`src/rtl/rgb_expand.sv`:
```
// rgb_expand
//   Expands the 3-bit thresholded colour code stream (bit0 red, bit1 green,
//   bit2 blue) back into full RGB pixels. Each code bit selects the channel's
//   programmable high or low level. Pixels leave through a 2-entry output
//   buffer, tagged with an end-of-line flag on column LINE_WIDTH-1.
//
//   Ports
//     clk_in, rst_in          clock, synchronous active-high reset
//     code_valid_in/code_in   input code stream (valid/ready)
//     code_ready_out          space available in the output buffer
//     level_wr_in             level register write strobe
//     level_chan_in           0 red, 1 green, 2 blue, 3 no write
//     level_hi_in             1 = high level, 0 = low level
//     level_data_in           level value
//     rgb_valid_out/rgb_ready_in  output pixel handshake
//     rgb_out                 {blue, green, red}
//     eol_out                 head pixel is the last of its line
module rgb_expand #(
   parameter int COLOUR_DEPTH = 8,
   parameter int LINE_WIDTH   = 640,
   parameter int LOW_DEFAULT  = 0,
   parameter int HIGH_DEFAULT = 2**COLOUR_DEPTH-1
) (
   input  logic                      clk_in,
   input  logic                      rst_in,
   input  logic                      code_valid_in,
   input  logic [2:0]                code_in,
   output logic                      code_ready_out,
   input  logic                      level_wr_in,
   input  logic [1:0]                level_chan_in,
   input  logic                      level_hi_in,
   input  logic [COLOUR_DEPTH-1:0]   level_data_in,
   output logic                      rgb_valid_out,
   input  logic                      rgb_ready_in,
   output logic [3*COLOUR_DEPTH-1:0] rgb_out,
   output logic                      eol_out
);

   localparam int CD = COLOUR_DEPTH;
   localparam int PW = 3 * CD;
   localparam int CW = (LINE_WIDTH > 1) ? $clog2(LINE_WIDTH) : 1;
   localparam logic [CD-1:0] LO_RST   = CD'(LOW_DEFAULT);
   localparam logic [CD-1:0] HI_RST   = CD'(HIGH_DEFAULT);
   localparam logic [CW-1:0] COL_LAST = CW'(LINE_WIDTH - 1);

   // Levels are packed per channel in the same layout as rgb_out.
   logic [PW-1:0] lo_q, lo_d, hi_q, hi_d;
   logic [CW-1:0] col_q, col_d;
   logic [1:0]    cnt_q, cnt_d;
   logic [PW-1:0] head_q, head_d, tail_q, tail_d;
   logic          head_eol_q, head_eol_d, tail_eol_q, tail_eol_d;

   logic          accept, pop;
   logic [PW-1:0] new_pix;
   logic          new_eol;

   function automatic logic [PW-1:0] expand(input logic [2:0]    code,
                                            input logic [PW-1:0] lo,
                                            input logic [PW-1:0] hi);
      logic [PW-1:0] res;
      res = '0;
      for (int c = 0; c < 3; c++) begin
         res[c*CD +: CD] = code[c] ? hi[c*CD +: CD] : lo[c*CD +: CD];
      end
      return res;
   endfunction

   // Ready depends only on registered occupancy, never on rgb_ready_in.
   assign code_ready_out = (cnt_q != 2'd2);
   assign rgb_valid_out  = (cnt_q != 2'd0);
   assign rgb_out        = head_q;
   assign eol_out        = head_eol_q;

   assign accept  = code_valid_in && code_ready_out;
   assign pop     = rgb_valid_out && rgb_ready_in;
   assign new_pix = expand(code_in, lo_q, hi_q);
   assign new_eol = (col_q == COL_LAST);

   always_comb begin
      lo_d       = lo_q;
      hi_d       = hi_q;
      col_d      = col_q;
      cnt_d      = cnt_q;
      head_d     = head_q;
      head_eol_d = head_eol_q;
      tail_d     = tail_q;
      tail_eol_d = tail_eol_q;

      if (accept) begin
         col_d = new_eol ? '0 : col_q + CW'(1);
      end

      case (cnt_q)
         2'd0: begin
            if (accept) begin
               head_d     = new_pix;
               head_eol_d = new_eol;
               cnt_d      = 2'd1;
            end
         end
         2'd1: begin
            if (accept && pop) begin
               head_d     = new_pix;
               head_eol_d = new_eol;
            end else if (accept) begin
               tail_d     = new_pix;
               tail_eol_d = new_eol;
               cnt_d      = 2'd2;
            end else if (pop) begin
               cnt_d = 2'd0;
            end
         end
         default: begin
            // Full: no accept is possible, a pop promotes the second entry.
            if (pop) begin
               head_d     = tail_q;
               head_eol_d = tail_eol_q;
               cnt_d      = 2'd1;
            end
         end
      endcase

      // Channel 3 matches no loop index, so it writes nothing.
      if (level_wr_in) begin
         for (int c = 0; c < 3; c++) begin
            if (level_chan_in == 2'(c)) begin
               if (level_hi_in) hi_d[c*CD +: CD] = level_data_in;
               else             lo_d[c*CD +: CD] = level_data_in;
            end
         end
      end
   end

   always_ff @(posedge clk_in) begin
      if (rst_in) begin
         lo_q       <= {3{LO_RST}};
         hi_q       <= {3{HI_RST}};
         col_q      <= '0;
         cnt_q      <= 2'd0;
         head_q     <= '0;
         head_eol_q <= 1'b0;
      end else begin
         lo_q       <= lo_d;
         hi_q       <= hi_d;
         col_q      <= col_d;
         cnt_q      <= cnt_d;
         head_q     <= head_d;
         head_eol_q <= head_eol_d;
      end
   end

   // Second entry is only read when occupancy says it is valid.
   always_ff @(posedge clk_in) begin
      tail_q     <= tail_d;
      tail_eol_q <= tail_eol_d;
   end

endmodule

```
`config.mk`:
```
export PLATFORM = sky130hd
export DESIGN_NAME = rgb_expand
export DESIGN_NICKNAME = d
export VERILOG_FILES = /design/src/rtl/rgb_expand.sv
export SDC_FILE = /design/constraint.sdc
export NUM_CORES = 1
export LEC_CHECK = 0
export BUFFER_PORTS_ARGS = -buffer_cell sky130_fd_sc_hd__buf_2
export CORE_ASPECT_RATIO = 1.1
export CORE_MARGIN = 2
export CORE_UTILIZATION = 55
export CTS_BUF_LIST = sky130_fd_sc_hd__clkbuf_2 sky130_fd_sc_hd__clkbuf_4 sky130_fd_sc_hd__clkbuf_8
export CTS_CLUSTER_SIZE = 25
export DETAILED_ROUTE_END_ITERATION = 6
export GPL_ROUTABILITY_DRIVEN = 0
export PLACE_DENSITY = 0.74
export REMOVE_ABC_BUFFERS = 1
export SLEW_MARGIN = 20
export SYNTH_ARGS = -nofsm -noshare
export SYNTH_HDL_FRONTEND = slang
export SYNTH_SLANG_ARGS = --single-unit
```
`constraint.sdc`:
```
create_clock -name clk_in -period 2.9 [get_ports clk_in]
set_input_delay 0.145 -clock clk_in [delete_from_list [all_inputs] [get_ports clk_in]]
set_output_delay 0.145 -clock clk_in [all_outputs]
set_load 0.02 [all_outputs]
```
==> summary.txt <==
==================================================================================================
Die Y                                                                                 99.9 microns
Clock transition time at the flip-flop clock pins of the worst setup and hold paths        0.09 ns
Core area                                                                               8000 sq um
Final-stage net count                                                                          497
Worst slew margin                                                                            0.475
Starting utilization of the core area                                                        0.574
Kind of critical path                                                                      reg2out
Horizontal die dimension                                                              91.1 microns
IO Port Bufs                                                                                    45
Result of the run                                                                     finished, final reports clean
Wire length of the first global-routing pass                                               16.1 mm
Top fanout value on the critical path                                                           32
Iteration-0 DRC count of the detailed router                                                   120
Share of the synthesized area in the top cell type                                           0.370
Residual overflow from global routing                                                            0
Post-CTS Repair Setup Buffers                                                                    0
Cells after Synth                                                                              444
Final hold violation count                                                                       0
TritonCTS clock tree                                                                         built
Via-per-instance ratio                                                                        5.49
Accumulated negative setup slack                                                              0 ns
Sink count of the clock tree                                                                   110
Layout overhead on the synthesized area                                                      10.5%
Number of distinct library cells after synthesis                                                39
Number of setup violations in the final report                                                   0
Fraction of final layout cells with drive strength greater than 1                            0.220
Boundary pin count                                                                              46
Ant. Diodes                                                                                      0
Leakage power figure                                                                       1.84 nW
Syn Area/Cell                                                                           10.3 sq um
Number of instances in the placed design                                                       574
Max-cap violations                                                                               0
Number of buffers created by CTS                                                                 9
Category of the worst setup path launch point                                            flip-flop
Syn Std Cell Area                                                                       4590 sq um
Achievable frequency                                                                     0.465 GHz
Pin count of the biggest net entering global routing                                            33
Number of buffers added to fix hold violations after cts                                         0
Highest ir drop seen on vdd                                                               0.288 mV
Area of the die                                                                         9100 sq um
Number of register bits inferred by synthesis                                                  110
Top cell types by occurrence after synthesis                                          sky130_fd_sc_hd__dfxtp_1 (85), sky130_fd_sc_hd__nand2_1 (61), sky130_fd_sc_hd__a21oi_1 (37)
Wire per inst                                                                         15.7 microns
Worst-skew pair later-pin latency                                                          0.36 ns
Most frequent cell after synthesis                                                    sky130_fd_sc_hd__dfxtp_1
Remaining DRCs                                                                                   0
Leading register cell type out of synthesis                                           sky130_fd_sc_hd__dfxtp_1
Post-cts repair resize count                                                                     0
Cell taking the most area after synthesis                                             sky130_fd_sc_hd__dfxtp_1
Combined global-route utilization of all metal layers                                        0.222
Critical Path Sink Type                                                                output port
Arrival time reported for the critical path endpoint                                       2.01 ns
Leading post-synthesis cells by cell area                                             sky130_fd_sc_hd__dfxtp_1 (37%), sky130_fd_sc_hd__edfxtp_1 (16%), sky130_fd_sc_hd__mux2_2 (6.1%), sky130_fd_sc_hd__nand2_1 (5.0%), sky130_fd_sc_hd__a21oi_1 (4.0%)
Sum of net half-perimeters after detailed placement                                        6.12 mm
Number of global-route vias before repair                                                     3199
H-tree lvl count                                                                                 3
Share of synthesized flip-flops with an asynchronous set or reset                                0
Design Area, Final                                                                      5080 sq um
Worst Max-Slew Pin Slew                                                                   0.788 ns
Total Routed Length                                                                        9.29 mm
Final worst path period need                                                               2.15 ns
Required arrival time at the worst endpoint                                                2.76 ns
Layout Cells excl Fill                                                                         590
Placed inst area                                                                        4840 sq um
Maximum buffer depth of the clock tree                                                           2
EDFF count, synth                                                                               25
Root Buffer Master                                                                    sky130_fd_sc_hd__clkbuf_8
Final worst path period share                                                                0.742
Type of the most critical hold path                                                         in2reg
Number of iterations in the first detailed-routing pass                                          4
Total via count after detailed routing                                                        3238
Number of antenna violations at the first check in global routing                                0
# rows                                                                                          34
Warnings from Yosys                                                                              0
Worst-case clock skew                                                                   0.00959 ns
RSZ-0062 raised after global routing                                                         false
Cell area power density                                                                585 nW/um^2
Number of nets with antenna violations after detailed routing                                    0
Proportion of synthesized chip area in sequential cells                                      0.534
Total count of max-transition violations in the final report                                     0
==================================================================================================
kinds of logic (layout without fill, tap and decap cells):
| logic type | Yosys count | count (layout) | share of synthesized area |
|---|---|---|---|
| flip-flops | 110 | 110 | 0.534 |
| adder cells (fa/ha/maj) | 1 | 1 | 0.00272 |
| buffers and inverters | 31 | 69 | 0.0365 |
| multiplexers | 41 | 41 | 0.0961 |
| XOR/XNOR | 7 | 7 | 0.0133 |
| AO/OA/AOI/OAI | 82 | 82 | 0.120 |
| AND/OR/NAND/NOR | 172 | 172 | 0.197 |
cells in the final DEF, fill, tap and decap left out, types with 2 or more instances in the layout:
master,instances
sky130_fd_sc_hd__dfxtp_1,84
sky130_fd_sc_hd__nand2_1,61
sky130_fd_sc_hd__buf_2,45
sky130_fd_sc_hd__a21oi_1,37
sky130_fd_sc_hd__nor2_1,28
sky130_fd_sc_hd__nand2b_1,27
sky130_fd_sc_hd__mux2_2,25
sky130_fd_sc_hd__edfxtp_1,25
sky130_fd_sc_hd__o211ai_1,24
sky130_fd_sc_hd__mux2i_1,16
sky130_fd_sc_hd__nor2b_1,16
sky130_fd_sc_hd__a211o_1,16
sky130_fd_sc_hd__clkbuf_8,10
sky130_fd_sc_hd__nand3b_1,9
sky130_fd_sc_hd__xor2_1,7
sky130_fd_sc_hd__buf_4,6
sky130_fd_sc_hd__nand4_1,4
sky130_fd_sc_hd__and2_1,3
sky130_fd_sc_hd__nor2_4,3
sky130_fd_sc_hd__or3_1,3
sky130_fd_sc_hd__nor3_1,3
sky130_fd_sc_hd__nand3_1,3
sky130_fd_sc_hd__inv_1,2
sky130_fd_sc_hd__and4_1,2
sky130_fd_sc_hd__nand4_2,2
sky130_fd_sc_hd__nand2b_2,2
sky130_fd_sc_hd__bufinv_16,2
layer usage:
layer | wire length (microns) | share of wire | global-route usage
met1 | 4300 | 0.46 | 0.293
met4 | 55 | 0.0059 | 0.0594
met5 | 0 | 0 | 0
met2 | 4510 | 0.49 | 0.379
met3 | 417 | 0.045 | 0.0405
metrics by stage:
stage          total power [mW]   util  hold slack, ns  setup slack, ns
2_1_floorplan              1.87      -           0.214            0.468
3_3_place_gp               1.99  0.606           0.397            0.889
3_5_place_dp               2.00  0.606           0.406            0.721
4_1_cts                    3.01  0.634          0.0208            0.705
5_1_grt                    3.10  0.635          0.0553            0.595
6_report                   2.97  0.635          0.0539            0.749
flip-flops by register name (all words and copies together), names as in the netlist:
register	flops
tail_eol_q	1
eol_out	1
lo_q	24
rgb_out	24
col_q	10
tail_q	24
cnt_q	2
hi_q	24
final cells by class:
cell class              count  area [sq um]
flip-flops and latches    110          2450
inverters                   2          7.51
fillers                   706          2920
clock buffers              11           145
multi-input cells         303          1980
repair buffers             51           270
well taps                 108           135
clock inverters             5          81.3
worst max-delay path, cell delays in order (launching register included):
cell	delay, ns
sky130_fd_sc_hd__dfxtp_2	0.73
sky130_fd_sc_hd__buf_4	0.40
sky130_fd_sc_hd__nand2b_1	0.27
sky130_fd_sc_hd__buf_2	0.25
worst paths after layout:
kind / cells after the start / slack, ns / endpoint / startpoint
max: 3 / 0.75 / code_ready_out / cnt_q[1]
min reg2reg: 2 / 0.45 / rgb_out[18] / rgb_out[18]
min: 2 / 0.05 / cnt_q[1] / rgb_ready_in
max reg2reg: 5 / 0.89 / rgb_out[1] / cnt_q[1]
where the power goes:
| group | internal (mW) | switching (mW) | total [mW] |
|---|---|---|---|
| clock network | 0.522 | 0.488 | 1.01 |
| registers | 1.62 | 0.0286 | 1.65 |
| logic | 0.119 | 0.190 | 0.309 |
Power figures use the tool's default switching activity.
